[config.mk]
export PLATFORM = sky130hd
export DESIGN_NAME = sha_ctrl
export DESIGN_NICKNAME = d
export VERILOG_FILES = /design/src/rtl/sha_pkg.sv /design/src/rtl/sha_step_cnt.sv /design/src/rtl/sha_ctrl.sv
export SDC_FILE = /design/constraint.sdc
export NUM_CORES = 1
export LEC_CHECK = 0
export BUFFER_PORTS_ARGS = -buffer_cell sky130_fd_sc_hd__buf_2
export CORE_UTILIZATION = 28
export CTS_CLUSTER_SIZE = 20
export DETAILED_ROUTE_END_ITERATION = 8
export PLACE_DENSITY = 0.44
export SLEW_MARGIN = 20
export SYNTH_ARGS = -nofsm -noshare
export SYNTH_HDL_FRONTEND = slang
export SYNTH_HIERARCHICAL = 1
export SYNTH_SLANG_ARGS = --single-unit
export TNS_END_PERCENT = 20
[constraint.sdc]
create_clock -name clk -period 2.1 [get_ports clk]
set_input_delay 0.21 -clock clk [delete_from_list [all_inputs] [get_ports clk]]
set_output_delay 0.21 -clock clk [all_outputs]
set_load 0.1 [all_outputs]
[src/rtl/sha_pkg.sv]
// Shared constants and state encoding for the SHA-256 block controller.
package sha_pkg;

    // Default geometry of one SHA-256 compression block.
    localparam int ROUNDS_DEF     = 64;
    localparam int CNT_SIZE_DEF   = 6;
    localparam int WORDS_DEF      = 16;
    localparam int WADDR_SIZE_DEF = 4;

    // The K-ROM holds one constant per round.
    localparam int K_ROM_DEPTH    = ROUNDS_DEF;

    // One-hot controller states.
    typedef enum logic [4:0] {
        S_IDLE   = 5'b00001,
        S_LOAD   = 5'b00010,
        S_ROUND  = 5'b00100,
        S_UPDATE = 5'b01000,
        S_DONE   = 5'b10000
    } state_t;

endpackage

[src/rtl/sha_step_cnt.sv]
// Enable/clear step counter that wraps to zero after its terminal value.
// Clear has priority over enable. The terminal flag is decoded from the
// registered count.
module sha_step_cnt
    import sha_pkg::*;
#(
    parameter int MAX   = WORDS_DEF - 1,
    parameter int WIDTH = WADDR_SIZE_DEF
) (
    input  logic             clk,
    input  logic             reset,
    input  logic             clr_i,
    input  logic             en_i,
    output logic [WIDTH-1:0] cnt_o,
    output logic             tc_o
);

    logic [WIDTH-1:0] cnt_q;
    logic [WIDTH-1:0] cnt_d;
    logic             tc;

    assign tc = (cnt_q == WIDTH'(MAX));

    // Next count: clear wins, otherwise step and wrap at the terminal value.
    always_comb begin
        cnt_d = cnt_q;
        if (clr_i) begin
            cnt_d = '0;
        end else if (en_i) begin
            cnt_d = tc ? '0 : cnt_q + WIDTH'(1);
        end
    end

    // Count register.
    always_ff @(posedge clk or posedge reset) begin
        if (reset) begin
            cnt_q <= '0;
        end else begin
            cnt_q <= cnt_d;
        end
    end

    assign cnt_o = cnt_q;
    assign tc_o  = tc;

endmodule

[src/rtl/sha_ctrl.sv]
// SHA-256 compression controller: loads one 512-bit block word by word,
// runs the round sequence and issues the hash-update / completion strobes.
// It is the single owner of every datapath strobe.
//
//   state    | meaning
//   ---------+----------------------------------------------------------
//   S_IDLE   | waiting for start; no strobes active
//   S_LOAD   | accepting message words on the valid/ready handshake
//   S_ROUND  | one compression round per cycle, index = K-ROM/W address
//   S_UPDATE | single cycle: H += working variables
//   S_DONE   | final digest valid, held until the consumer accepts it
//
// All outputs come straight from flops. The start-cycle value of i_first
// is captured directly into the init-hash pulse flop, which is the only
// place the first-of-message flag is ever consumed.
module sha_ctrl
    import sha_pkg::*;
#(
    parameter int ROUNDS     = ROUNDS_DEF,
    parameter int CNT_SIZE   = CNT_SIZE_DEF,
    parameter int WORDS      = WORDS_DEF,
    parameter int WADDR_SIZE = WADDR_SIZE_DEF
) (
    input  logic                  clk,
    input  logic                  reset,
    input  logic                  i_start,
    input  logic                  i_first,
    input  logic                  i_last,
    input  logic                  i_abort,
    input  logic                  i_msg_valid,
    output logic                  o_msg_ready,
    output logic [WADDR_SIZE-1:0] o_word_addr,
    output logic                  o_init_hash,
    output logic                  o_round_en,
    output logic [CNT_SIZE-1:0]   o_round_idx,
    output logic                  o_hash_upd,
    output logic                  o_block_done,
    output logic                  o_digest_valid,
    input  logic                  i_digest_ready,
    output logic                  o_busy
);

    state_t state_q;
    logic   last_q;
    logic   msg_ready_q;
    logic   init_hash_q;
    logic   round_en_q;
    logic   hash_upd_q;
    logic   block_done_q;
    logic   digest_valid_q;
    logic   busy_q;

    logic   word_accept;
    logic   word_tc;
    logic   round_tc;

    logic [WADDR_SIZE-1:0] word_addr;
    logic [CNT_SIZE-1:0]   round_idx;

    assign word_accept = msg_ready_q & i_msg_valid;

    sha_step_cnt #(
        .MAX   (WORDS - 1),
        .WIDTH (WADDR_SIZE)
    ) u_word_cnt (
        .clk   (clk),
        .reset (reset),
        .clr_i (i_abort),
        .en_i  (word_accept),
        .cnt_o (word_addr),
        .tc_o  (word_tc)
    );

    sha_step_cnt #(
        .MAX   (ROUNDS - 1),
        .WIDTH (CNT_SIZE)
    ) u_round_cnt (
        .clk   (clk),
        .reset (reset),
        .clr_i (i_abort),
        .en_i  (round_en_q),
        .cnt_o (round_idx),
        .tc_o  (round_tc)
    );

    // Block sequencer with registered strobes; abort overrides every state.
    always_ff @(posedge clk or posedge reset) begin
        if (reset) begin
            state_q        <= S_IDLE;
            last_q         <= 1'b0;
            msg_ready_q    <= 1'b0;
            init_hash_q    <= 1'b0;
            round_en_q     <= 1'b0;
            hash_upd_q     <= 1'b0;
            block_done_q   <= 1'b0;
            digest_valid_q <= 1'b0;
            busy_q         <= 1'b0;
        end else begin
            init_hash_q  <= 1'b0;
            hash_upd_q   <= 1'b0;
            block_done_q <= 1'b0;
            if (i_abort) begin
                state_q        <= S_IDLE;
                last_q         <= 1'b0;
                msg_ready_q    <= 1'b0;
                round_en_q     <= 1'b0;
                digest_valid_q <= 1'b0;
                busy_q         <= 1'b0;
            end else begin
                case (state_q)
                    S_IDLE: begin
                        if (i_start) begin
                            state_q     <= S_LOAD;
                            last_q      <= i_last;
                            init_hash_q <= i_first;
                            msg_ready_q <= 1'b1;
                            busy_q      <= 1'b1;
                        end
                    end
                    S_LOAD: begin
                        if (word_accept && word_tc) begin
                            state_q     <= S_ROUND;
                            msg_ready_q <= 1'b0;
                            round_en_q  <= 1'b1;
                        end
                    end
                    S_ROUND: begin
                        if (round_tc) begin
                            state_q      <= S_UPDATE;
                            round_en_q   <= 1'b0;
                            hash_upd_q   <= 1'b1;
                            block_done_q <= ~last_q;
                        end
                    end
                    S_UPDATE: begin
                        if (last_q) begin
                            state_q        <= S_DONE;
                            digest_valid_q <= 1'b1;
                        end else begin
                            state_q <= S_IDLE;
                            busy_q  <= 1'b0;
                        end
                    end
                    S_DONE: begin
                        if (i_digest_ready) begin
                            state_q        <= S_IDLE;
                            last_q         <= 1'b0;
                            digest_valid_q <= 1'b0;
                            busy_q         <= 1'b0;
                        end
                    end
                    default: begin
                        state_q        <= S_IDLE;
                        last_q         <= 1'b0;
                        msg_ready_q    <= 1'b0;
                        round_en_q     <= 1'b0;
                        digest_valid_q <= 1'b0;
                        busy_q         <= 1'b0;
                    end
                endcase
            end
        end
    end

    assign o_msg_ready    = msg_ready_q;
    assign o_word_addr    = word_addr;
    assign o_init_hash    = init_hash_q;
    assign o_round_en     = round_en_q;
    assign o_round_idx    = round_idx;
    assign o_hash_upd     = hash_upd_q;
    assign o_block_done   = block_done_q;
    assign o_digest_valid = digest_valid_q;
    assign o_busy         = busy_q;

endmodule
==> results.py <==
metrics = {
    "timing": {
        "fmax_mhz": 549.9,
        "period_share_pct": 86.60,
        "report.final.slew_viol_count": 0,
        "rsz0062_at_grt": "false",
        "hold_viol_final": 0,
        "relSlewSlack_pct": 61.74,
        "fin_setup_tns_ns": 0,
        "tightest_slew_ns": 0.5695,
        "period_needed_ns": 1.819,
        "clock_skew_ns": 0.001776,
        "setup_viol": 0,
    },
    "finish": {
        "syn_to_final_growth_pct": 16.71,
        "antenna_cells": 0,
        "drive_gt1_share_pct": 23.84,
        "nets": 183,
    },
    "routing": {
        "drt_iter0_markers": 70,
        "drc": 0,
        "routed-via-count": 1164,
        "detail_route.vias_per_cell": 5.150,
        "finalWirelength_microns": 3080,
        "antenna_left": 0,
        "wire_per_inst_microns": 13.63,
        "dr.pass1.iters": 4,
    },
    "power": {
        "p_per_area_mw_per_mm2": 604.8,
        "power_frac_comb_pct": 20.7,
        "power_frac_seq_pct": 51.2,
        "ir_worst_vdd_mv": 0.2346,
        "pwr-share-clk_pct": 28.0,
        "fin_total_pwr_uw": 961.9,
        "p_sw_uw": 303.2,
        "swShare_pct": 31.53,
        "intPower_uw": 658.6,
        "p_leak_uw": 0.0007258,
    },
    "floorplan": {
        "ios": 25,
        "core-area_sq_mm": 0.004692,
        "num_rows": 25,
        "die-area_sq_mm": 0.005150,
        "start_util_pct": 29.04,
        "die_h_microns": 71.76,
        "die_w_microns": 71.76,
    },
    "setup_path": {
        "cp_cell_sequence": "ha_1 -> nand3_1 -> nor2_1 -> nor3b_1 -> a21oi_1 -> o2111a_1 -> and2_1",
        "startpoint": "u_round_cnt/cnt_o[0]",
        "crit_arrival_ns": 1.97,
        "path_buf_inv": 0,
        "startpoint_type": "flop",
        "endpoint_kind": "flop",
        "r2r_start": "u_round_cnt/cnt_o[0]",
        "critical_path.slowest_cell": "dfrtp_2",
        "crit_type": "reg -> reg",
        "slowest_delay_ns": 0.46,
        "r2r_slack_ns": 0.28,
        "crit_family": "simple AND/OR/NAND/NOR gates",
        "critPathMaxFanout": 8,
        "cp.required_ns": 2.25,
    },
    "clock_tree": {
        "tritoncts": "yes",
        "h-tree-depth": 1,
        "clk_latency_ns": 0.26,
        "numCtsBuffers": 3,
        "clk_pin_slew_ns": 0.08,
        "clock_sinks": 23,
        "clockRootBuffer": "clkbuf_8",
        "cts_buffer_depth": 2,
    },
    "place": {
        "hpwl_microns": 2332,
        "io_buffers": 24,
        "gp_congestion": 0.8110,
    },
    "logic_synthesis": {
        "synth_edf_count": 0,
        "netlist_top_cells_area": "dfrtp_1 (40%), a21oi_1 (4.0%), o21ai_0 (3.7%)",
        "synth-main-ff-cell": "dfrtp_1",
        "yosysTopAreaCell": "dfrtp_1",
        "yosys.area.top_type_share_pct": 40.40,
        "netlist_area_sq_mm": 0.001363,
        "yosysUniqueCellTypes": 50,
        "syn_area_per_cell_sq_um": 9.269,
        "postSynthCellCount": 147,
        "syn_nets": 157,
        "ys_ff_latch": 23,
        "async_flop_share_pct": 100.0,
        "ys_warn_count": 6,
        "synth-seq-area-share_pct": 42.33,
    },
    "global_route": {
        "grt_overflow": 0,
        "antenna_found_initial": 0,
        "grt_use_total_pct": 13.32,
        "grt_max_degree": 16,
        "grt_pass1_vias": 1129,
        "grt_pass1_wl_microns": 5382,
    },
    "min_path": {
        "min_from": "i_last",
        "hold_path_class": "in -> reg",
    },
    "flow_run": {
        "maxCapViolCount": 0,
    },
    "status": {
        "status": "complete, no violations",
    },
}
[path summary, 6_finish.rpt]
| path | end | cells past startpoint |
|---|---|---|
| max in group asynchronous | state_q[0] | 3 |
| min in group asynchronous | u_word_cnt/cnt_o[3] | 3 |
| worst min register to register | u_word_cnt/cnt_o[3] | 2 |
| worst max-delay path | o_block_done | 7 |
| worst min-delay path | last_q | 3 |
| worst max register to register | o_block_done | 7 |
[cell usage after synthesis, drive strengths merged (3+ instances only)]
cell / n
nand2b: 4
a21oi: 12
buf: 5
nand4: 3
nor3b: 3
inv: 5
and3: 4
dfrtp: 22
o211ai: 3
o21ai: 11
nor2: 13
nor2b: 4
mux2i: 3
nand3: 5
nand2: 9
xor2: 5
nor3: 4
[power by group through the flow]
stage          clock (uW)  combinational (uW)  sequential [uW]
2_1_floorplan           0                 109              547
3_3_place_gp            0                 200              502
3_5_place_dp            0                 200              501
4_1_cts               285                 201              492
5_1_grt               303                 219              498
6_report              270                 200              493
[repair_timing]
action                     in CTS  in global routing
buffers inserted                0                  0
hold buffers                    1                  0
hold endpoints to repair       10                  0
setup endpoints to repair       0                  0
gates resized for setup         0                  0
[cells by family after synthesis]
group	after synthesis	synth area share, %
mux	4	3.030
compound gates	39	18.27
fa+ha+maj	2	1.836
xor+xnor	6	3.857
simple gates	62	26.63
flops	23	42.33
buf+inv	11	4.040
[tightest hold or removal path, cell delays in order]
cell and delay [ns]:
buf_2 0.09, nand2_1 0.04, mux2i_1 0.05
[layout make-up]
| cell class | count | area (sq um) |
|---|---|---|
| multi-input cells | 113 | 730.7 |
| inverters | 5 | 18.77 |
| fillers | 501 | 3102 |
| clock buffers | 4 | 45.04 |
| well taps | 54 | 67.56 |
| repair buffers | 27 | 145.1 |
| flip-flops and latches | 23 | 583.1 |
[routing by layer]
metal / vias to the layer above / track usage, % / part of all wire [%]
li1: 588 / - / -
met1: 553 / 19.15 / 49
met2: 21 / 20.34 / 47
met3: 2 / 1.969 / 3.1
met4: 0 / 4.793 / 0.81
met5: - / 0 / 0
[flip-flops by register name, indices dropped and copies added, names as in the netlist]
signal,cells
o_digest_valid,1
o_init_hash,1
o_busy,1
o_msg_ready,1
o_hash_upd,1
u_word_cnt/cnt_o,4
o_block_done,1
last_q,1
state_q,5
o_round_en,1
u_round_cnt/cnt_o,6
[layout by cell type (no fill, tap or decap), types with 5 or more instances in the layout]
cell type	count
nand3_1	5
o21ai_0	10
inv_1	5
buf_2	24
xor2_1	5
dfrtp_2	5
nand2_1	9
a21oi_1	11
nor2_1	13
dfrtp_1	17
[through the flow]
step	std cells	instance area, sq um	setup WS (ns)	hold slack, ns	utilization (%)
2_1_floorplan	147	1369	0.02665	-0.02412	-
3_5_place_dp	221	1535	0.2776	0.1262	32.72
6_report	226	1590	0.2814	0.1773	33.89
3_3_place_gp	221	1535	0.3183	0.1190	32.72
5_1_grt	226	1590	0.1468	0.1743	33.89
4_1_cts	226	1590	0.2682	0.1732	33.89
Power figures use the tool's default switching activity.
